`src/rtl/uart_tx_buffer_pkg.sv`:
```
// Shared definitions for the buffered UART transmitter: serializer state
// encoding and frame geometry constants.
package uart_tx_buffer_pkg;

   // Serializer FSM states, 2-bit encoding.
   typedef enum logic [1:0] {
      ST_IDLE  = 2'd0,
      ST_START = 2'd1,
      ST_DATA  = 2'd2,
      ST_STOP  = 2'd3
   } tx_state_t;

   localparam int DATA_BITS      = 8;
   localparam int BYTES_PER_WORD = 2;
   localparam int WORD_W         = DATA_BITS * BYTES_PER_WORD;
   localparam int BAUD_W         = 16;   // covers CLKS_PER_BIT up to 65535
   localparam int BIT_IDX_W      = $clog2(DATA_BITS);

endpackage

```
`src/rtl/uart_tx_buffer_fifo.sv`:
```
// Word FIFO feeding the serializer. Power-of-two depth so the pointers wrap
// naturally; occupancy is tracked with an explicit counter.
module tx_word_fifo #(
   parameter int WIDTH = 16,
   parameter int DEPTH = 4
) (
   input  logic                     clk,
   input  logic                     rst,
   input  logic                     push,
   input  logic                     pop,
   input  logic [WIDTH-1:0]         din,
   output logic [WIDTH-1:0]         dout,
   output logic [$clog2(DEPTH):0]   count,
   output logic                     full
);

   localparam int PTR_W = $clog2(DEPTH);
   localparam int CNT_W = PTR_W + 1;

   logic [WIDTH-1:0] r_mem [DEPTH];
   logic [PTR_W-1:0] r_wr_ptr;
   logic [PTR_W-1:0] r_rd_ptr;
   logic [CNT_W-1:0] r_count;
   logic             w_wr;
   logic             w_rd;

   // A push is taken when there is room, or when a pop frees a slot on the same edge.
   assign w_rd  = pop && (r_count != '0);
   assign w_wr  = push && (!full || w_rd);
   assign full  = (r_count == CNT_W'(DEPTH));
   assign count = r_count;
   assign dout  = r_mem[r_rd_ptr];

   // Storage array: written on accepted pushes only.
   // NOTE: the data array has no reset; only pointers and count need one to make contents invalid.
   always_ff @(posedge clk) begin
      if (w_wr) r_mem[r_wr_ptr] <= din;
   end

   // Pointer and occupancy bookkeeping.
   // NOTE: sequential state uses non-blocking assignments so every flop samples pre-edge values.
   always_ff @(posedge clk or negedge rst) begin
      if (!rst) begin
         r_wr_ptr <= '0;
         r_rd_ptr <= '0;
         r_count  <= '0;
      end else begin
         if (w_wr) r_wr_ptr <= r_wr_ptr + 1'b1;
         if (w_rd) r_rd_ptr <= r_rd_ptr + 1'b1;
         case ({w_wr, w_rd})
            2'b10:   r_count <= r_count + 1'b1;
            2'b01:   r_count <= r_count - 1'b1;
            default: r_count <= r_count;
         endcase
      end
   end

endmodule

```
`src/rtl/uart_tx_buffer.sv`:
```
// Buffered 8N1 UART transmitter. 16-bit words are queued in a small FIFO and
// sent as two frames, low byte first, with no gap between the two frames and
// one idle cycle between words.
module uart_tx_buffer
   import uart_tx_buffer_pkg::*;
#(
   parameter int CLKS_PER_BIT = 434,
   parameter int DEPTH        = 4
) (
   input  logic              clk,
   input  logic              rst,
   input  logic              transmit_enable,
   input  logic [WORD_W-1:0] data_in,
   output logic              tx,
   output logic              busy,
   output logic              full,
   output logic              overflow
);

   localparam int CNT_W = $clog2(DEPTH) + 1;

   tx_state_t            r_state;
   logic [BAUD_W-1:0]    r_baud;
   logic [BIT_IDX_W-1:0] r_bit_idx;
   logic                 r_byte_sel;
   logic [WORD_W-1:0]    r_shift;
   logic                 r_tx;
   logic                 r_overflow;

   logic [WORD_W-1:0]    w_dout;
   logic [CNT_W-1:0]     w_count;
   logic                 w_full;
   logic                 w_pop;
   logic                 w_baud_done;

   // The head word is taken the first cycle the FSM sits in IDLE with data queued.
   assign w_pop       = (r_state == ST_IDLE) && (w_count != '0);
   assign w_baud_done = (r_baud == BAUD_W'(CLKS_PER_BIT - 1));

   tx_word_fifo #(
      .WIDTH (WORD_W),
      .DEPTH (DEPTH)
   ) u_fifo (
      .clk   (clk),
      .rst   (rst),
      .push  (transmit_enable),
      .pop   (w_pop),
      .din   (data_in),
      .dout  (w_dout),
      .count (w_count),
      .full  (w_full)
   );

   assign tx       = r_tx;
   assign full     = w_full;
   assign overflow = r_overflow;
   assign busy     = (r_state != ST_IDLE) || (w_count != '0);

   // Sticky drop flag: a push against a full FIFO with no simultaneous pop is lost.
   always_ff @(posedge clk or negedge rst) begin
      if (!rst)                                       r_overflow <= 1'b0;
      else if (transmit_enable && w_full && !w_pop)   r_overflow <= 1'b1;
   end

   // Serializer FSM with baud counter; the shift holder moves right one bit per
   // data bit, so after the low byte the high byte sits in the bottom eight bits.
   always_ff @(posedge clk or negedge rst) begin
      if (!rst) begin
         r_state    <= ST_IDLE;
         r_baud     <= '0;
         r_bit_idx  <= '0;
         r_byte_sel <= 1'b0;
         r_shift    <= '0;
         r_tx       <= 1'b1;
      end else begin
         case (r_state)
            ST_IDLE: begin
               r_tx   <= 1'b1;
               r_baud <= '0;
               if (w_pop) begin
                  r_shift    <= w_dout;
                  r_state    <= ST_START;
                  r_tx       <= 1'b0;
                  r_byte_sel <= 1'b0;
                  r_bit_idx  <= '0;
               end
            end
            ST_START: begin
               if (w_baud_done) begin
                  r_baud    <= '0;
                  r_state   <= ST_DATA;
                  r_bit_idx <= '0;
                  r_tx      <= r_shift[0];
                  r_shift   <= r_shift >> 1;
               end else begin
                  r_baud <= r_baud + 1'b1;
               end
            end
            ST_DATA: begin
               if (w_baud_done) begin
                  r_baud <= '0;
                  if (r_bit_idx == BIT_IDX_W'(DATA_BITS - 1)) begin
                     r_state <= ST_STOP;
                     r_tx    <= 1'b1;
                  end else begin
                     r_bit_idx <= r_bit_idx + 1'b1;
                     r_tx      <= r_shift[0];
                     r_shift   <= r_shift >> 1;
                  end
               end else begin
                  r_baud <= r_baud + 1'b1;
               end
            end
            ST_STOP: begin
               if (w_baud_done) begin
                  r_baud <= '0;
                  if (!r_byte_sel) begin
                     r_byte_sel <= 1'b1;
                     r_bit_idx  <= '0;
                     r_state    <= ST_START;
                     r_tx       <= 1'b0;
                  end else begin
                     r_byte_sel <= 1'b0;
                     r_state    <= ST_IDLE;
                     r_tx       <= 1'b1;
                  end
               end else begin
                  r_baud <= r_baud + 1'b1;
               end
            end
            default: begin
               r_state <= ST_IDLE;
               r_tx    <= 1'b1;
            end
         endcase
      end
   end

endmodule

```
`config.mk`:
```
export PLATFORM = sky130hd
export DESIGN_NAME = uart_tx_buffer
export DESIGN_NICKNAME = d
export VERILOG_FILES = /design/src/rtl/uart_tx_buffer_pkg.sv /design/src/rtl/uart_tx_buffer_fifo.sv /design/src/rtl/uart_tx_buffer.sv
export SDC_FILE = /design/constraint.sdc
export NUM_CORES = 1
export LEC_CHECK = 0
export ABC_CLOCK_PERIOD_IN_PS = 2400
export CAP_MARGIN = 20
export CORE_ASPECT_RATIO = 0.9
export CORE_MARGIN = 2
export CORE_UTILIZATION = 35
export CTS_CLUSTER_SIZE = 12
export DETAILED_ROUTE_END_ITERATION = 8
export HOLD_SLACK_MARGIN = 0.08
export MAX_ROUTING_LAYER = met4
export PLACE_DENSITY = 0.57
export SKIP_CTS_REPAIR_TIMING = 1
export SLEW_MARGIN = 15
export SYNTH_ARGS = -nofsm -noshare
export SYNTH_HDL_FRONTEND = slang
export SYNTH_SLANG_ARGS = --single-unit
```
`constraint.sdc`:
```
create_clock -name clk -period 2.4 [get_ports clk]
set_input_delay 0.48 -clock clk [delete_from_list [all_inputs] [get_ports clk]]
set_output_delay 0.48 -clock clk [all_outputs]
set_load 0.02 [all_outputs]
```
-- Word level (Yosys, flattened, before mapping)
Memories as Yosys holds them, arrays and structs flattened.
Cells that the tools add are included.
- $add $sub $neg: 6
- reduce and logical (&&, ||, !) cells: 21
- equality and inequality tests: 15
- muxes and demuxes: 35
- operators with widths (kind ; number):
    $mux W16 ; 5
    $pmux W16 S3 ; 1
    $pmux W16 S2 ; 1
    $mux W3 ; 6
    $add A16 B1 Y16 const B ; 1
    $eq A16 B9 Y1 const B ; 1
    $mux W1 ; 12
    $ne A2 B2 Y1 const B ; 6
    $pmux W3 S4 ; 1
    $mux W2 ; 5
    $reduce_and A5 Y1 ; 2
    $pmux W2 S4 ; 1
    $add A3 B1 Y3 const B ; 2
    $eq A2 B2 Y1 const B ; 3
    $eq A3 B3 Y1 const B ; 2
    $pmux W3 S2 ; 1
    $reduce_and A3 Y1 ; 2
    $reduce_and A6 Y1 ; 1
    $reduce_bool A2 Y1 ; 3
    $reduce_bool A3 Y1 ; 2
    $logic_and A1 B1 Y1 ; 5
    $add A2 B1 Y2 const B ; 2
    $eq A2 B1 Y1 const B ; 2
    $pmux W1 S4 ; 1
    7 further kinds ; 9
- logic and storage cells: 88
- input port bits: 19
- RAM bits: 64
- memories: 1
- output and inout bits: 4
- bits in registers: 47
- memories (name ; depth ; width ; read ports ; clocked after memory_dff ; wr ports ; RTL line ; text):
    u_fifo.r_mem ; 4 ; 16 ; 1 ; 0 ; 1 ; uart_tx_buffer_fifo.sv:20 ; logic [WIDTH-1:0] r_mem [DEPTH];

-- Longest topological paths before layout
- depth in word-level cells: 7
- depth in mapped cells: 11
- mapped depth without buffers: 11

-- Modules after synthesis
From an unflattened synthesis, not the netlist that was laid out.
- cell total of the unflattened synthesis: 318
- area total of the unflattened synthesis: 4982.3 um2
- by module, submodules not included (module ; cells an instance ; area an instance (um2) ; instances):
    tx_word_fifo ; 130 ; 2805.2 ; 1
    uart_tx_buffer ; 188 ; 2177.1 ; 1

-- Least setup slack after synthesis
OpenSTA, ideal clock, no wires.
- path type: reg2reg
- start: reg u_fifo.r_count[1] (netlist: u_fifo.count[1])
- end: reg u_fifo.r_count[2] (netlist: u_fifo.count[2])
- data arrival time: 2344 ps
- buffers on the path: 0
- path slack: -23 ps
- stages on the path, launching flop included: 11
- required time: 2321 ps
- clock period less this slack: 2423 ps
- cells stage by stage: dfrtp_1 nor3b_1 nor2b_1 nor2b_1 inv_1 ha_1 inv_1 fa_1 xor2_1 nor2_1 xor2_1
- elaborated cells between the ends (all ways): 13
- classes of those cells: 2 x add/sub; 3 x eq/ne; 1 x mux; 7 x reduce/logical
- RTL lines (what ; RTL line ; text):
    from (decl) ; uart_tx_buffer_fifo.sv:23 ; logic [CNT_W-1:0] r_count;
    from (signal assigned) ; uart_tx_buffer_fifo.sv:51 ; 2'b10: r_count <= r_count + 1'b1;
    from (signal assigned) ; uart_tx_buffer_fifo.sv:52 ; 2'b01: r_count <= r_count - 1'b1;
    from (signal assigned) ; uart_tx_buffer_fifo.sv:53 ; default: r_count <= r_count;
    $eq A3 B3 Y1 * ; uart_tx_buffer_fifo.sv:30 ; assign full = (r_count == CNT_W'(DEPTH));
    via full ; uart_tx_buffer.sv:16 ; output logic full,
    $logic_not A1 Y1 * ; uart_tx_buffer_fifo.sv:29 ; assign w_wr = push && (!full || w_rd);
    $logic_or A1 B1 Y1 * ; uart_tx_buffer_fifo.sv:29 ;
    $logic_and A1 B1 Y1 * ; uart_tx_buffer_fifo.sv:29 ;
    $eq A2 B1 Y1 / $eq A2 B2 Y1 (equally long branches) ; uart_tx_buffer_fifo.sv:50 ; case ({w_wr, w_rd})
    $pmux W3 S2 / $reduce_bool A2 Y1 (equally long branches) ; - ;
The timed path passes the listed nets; every way through them passes the cells marked *.
A chain may end at the register's enable or synchronous reset.

-- Final worst setup path
- start: reg r_state[1]
- end: out busy
- longest elaborated chain between the ends: 2
- ends and longest elaborated chain (what ; RTL line ; text):
    from (decl) ; uart_tx_buffer.sv:22 ; tx_state_t r_state;
    from (signal assigned) ; uart_tx_buffer.sv:69 ; r_state <= ST_IDLE;
    from (signal assigned) ; uart_tx_buffer.sv:82 ; r_state <= ST_START;
    from (signal assigned) ; uart_tx_buffer.sv:91 ; r_state <= ST_DATA;
    $reduce_bool A2 Y1 ; uart_tx_buffer.sv:57 ; assign busy = (r_state != ST_IDLE) || (w_count != '0);
    $logic_or A1 B1 Y1 ; uart_tx_buffer.sv:57 ;
    to (decl) ; uart_tx_buffer.sv:15 ; output logic busy,
Every way passes these cells.

==> results.ini <==
[power_and_ir_drop]
max-vdd-ir-drop_mv = 0.500
sequentialPowerShare = 0.397
swShare = 0.311
p_int_w = 0.00488
power_leakage_nw = 2.18
power_density_mw_per_mm2 = 1240
total_power_w = 0.00708
p_comb_frac = 0.405
p_clk_frac = 0.198
p_sw_w = 0.00220

[synthesis]
yosys.area.top_type_share = 0.392
avgSynthCellArea_sq_um = 15.9
mappedNetlistArea_sq_mm = 0.00491
synth_warnings = 0
synthesis.nets = 344
ys_types = 47
syn-instance-count = 309
synth_seq_cells = 111
yosysTopAreaCell = edfxtp_1
ys_top_cells_by_area = edfxtp_1 (39%), dfrtp_1 (23%), mux4_2 (7.3%)
ys_seq_area_frac = 0.631

[placement]
hpwl_mm = 5.30
io_buffer_count = 22
finalWeightedCongestion = 0.804

[setup_path]
cp_max_fo = 6
cp-end-kind = output pin
critical-path-top-delay-family = buffers and inverters
cp_slowest_cell = dfrtp_2
critPathArrivalTime_ns = 1.77
required_ns = 1.92
crit_top_cell = inv_1
cpPeakStageDelay_ns = 0.44
path_cells = inv_1, ha_1, nor4b_2, buf_4, inv_1, dlymetal6s2s_1
path_class = flop to output pin
crit_buf_inv = 4
startpoint_type = flop

[route]
route.detailed.drc = 0
viasPerCell = 4.86
vias = 2549
routedWlPerCell_microns = 15.7
drt_iter0_drc = 166
ant_nets = 0
drt_wl_total_mm = 8.22
first_pass_iters = 4

[hold_path]
hold_path_class = flop to flop

[layout]
final_layout_size_suffix_gt1_frac = 0.261
diodes = 0
final_util = 0.412
area_growth_pct = 16.4
num-nets-final = 382
layout_common_cells = edfxtp_1 (64), dfrtp_1 (45), mux2_2 (25)
fillers = 1271
final_common_cell = edfxtp_1

[global_route]
grt_overflow_total = 0
antenna_found_initial = 0
grt.met3_usage = 0.0371
gr-usage-met2 = 0.208
grt_usage = 0.127
grt_start_max_net_pins = 20
busiest_layer = met2
first_global_vias = 2685
grt_first_pass_wirelength_mm = 13.9
use_met1 = 0.157

[die]
ioPinCount = 23
rows = 41
die_w_microns = 129
die_h_microns = 116
start_util = 0.354
dieArea_sq_mm = 0.0150
core_area_sq_mm = 0.0139

[sta]
fmax_ghz = 0.445
hold_viol = 0
finalSetupTns_ns = 0
report.final.slew_viol_count = 0
rsz0062_at_grt = no
setup_viol = 0
skew_ns = 0.00653
relSlewSlack = 0.545
period_minus_slack_ns = 2.25
finalCritPeriodShare = 0.936
worstMarginPinSlew_ns = 0.682

[clock_tree]
h-tree-depth = 3
cts_tree = done
cts_root_buffer = clkbuf_16
clock_latency_ns = 0.35
path_clk_slew_ns = 0.07
cts.path.max_buffers = 2
cts_buffers = 9
cts_sinks = 111

[status]
status = complete, no violations

[run]
maxCapViolCount = 0

## registers in the layout (all words and copies together) (netlist names)
| name | count |
|---|---|
| overflow | 1 |
| r_baud | 16 |
| r_bit_idx | 3 |
| r_byte_sel | 1 |
| r_shift | 16 |
| r_state | 2 |
| tx | 1 |
| u_fifo.count | 3 |
| u_fifo.r_mem | 64 |
| u_fifo.r_rd_ptr | 2 |
| u_fifo.r_wr_ptr | 2 |
## power by group through the flow
stage	Clock (W)	Sequential, W	Combinational [W]
floorplan	0	0.00279	0.00226
global placement	0	0.00282	0.00287
detailed placement	0	0.00284	0.00293
CTS	0.00146	0.00281	0.00293
global route	0.00153	0.00287	0.00314
finish	0.00140	0.00281	0.00287
## metal layers
metal  share of wire  wire length [microns]  vias to the layer above
met2            0.50                   4070                       32
met4           0.010                     85                        0
met3           0.034                    280                        7
met1            0.46                   3790                     1286
li1                -                      -                     1224
met5               0                      0                        -
## kinds of logic after synthesis
logic type	count (synthesis)	synth area share
flops	111	0.631
buf+inv	26	0.0268
fa+ha+maj	16	0.0423
simple gates	66	0.0752
xor+xnor	19	0.0339
mux	53	0.165
compound gates	18	0.0250
## stage by stage
stage | hold WS [ns] | instances | worst slack (ns) | cell area, sq um
floorplan | 0.184 | 309 | 0.103 | 4910
global placement | 0.403 | 507 | 0.187 | 5410
detailed placement | 0.407 | 507 | 0.140 | 5410
CTS | 0.0301 | 523 | -0.263 | 5690
global route | 0.474 | 524 | 0.0276 | 5710
finish | 0.457 | 524 | 0.154 | 5710
## path summary, 6_finish.rpt
kind                                              from                      to  slack, ns  cells past startpoint
worst max register to register     r_baud[1]$_DFF_PN0_  r_shift[0]$_DFFE_PN0P_       0.19                      7
max in group asynchronous                          rst          tx$_DFFE_PN1P_       1.23                      3
min in group asynchronous                          rst     r_baud[8]$_DFF_PN0_       0.57                      2
worst max-delay path            r_state[1]$_DFFE_PN0P_                    busy       0.15                      6
worst min register to register    overflow$_DFFE_PN0P_    overflow$_DFFE_PN0P_       0.46                      1
worst min-delay path              overflow$_DFFE_PN0P_    overflow$_DFFE_PN0P_       0.46                      1
## Yosys cell counts, drive strengths merged
master and number:
buf 7, a22o 2, edfxtp 64, a21oi 3, o221ai 1, nor2 21, nor3 4, dfstp 1
mux2i 2, a221oi 2, inv 14, nor4b 1, fa 1, o22ai 1, or3b 1, or3 1
mux2 35, and2 4, a22oi 1, ha 15, or4 2, nor2b 4, nor4 4, xor2 8
a21o 2, nand3 8, o21ai 5, nand2 3, mux4 16, and3 3, xnor2 11, o211a 1
nand4 6, nor3b 1, and4 1, clkbuf 5, or2 2, dfrtp 46
## layout make-up
class                           count  area [sq um]  area share
Clock inverter                      6          52.6     0.00920
Tap cell                          172           215      0.0377
Clock buffer                       10           229      0.0401
Timing Repair Buffer               39           373      0.0653
Inverter                           14          52.6     0.00920
Sequential cell                   111          3100       0.543
Multi-Input combinational cell    172          1690       0.296
Power figures use the tool's default switching activity.
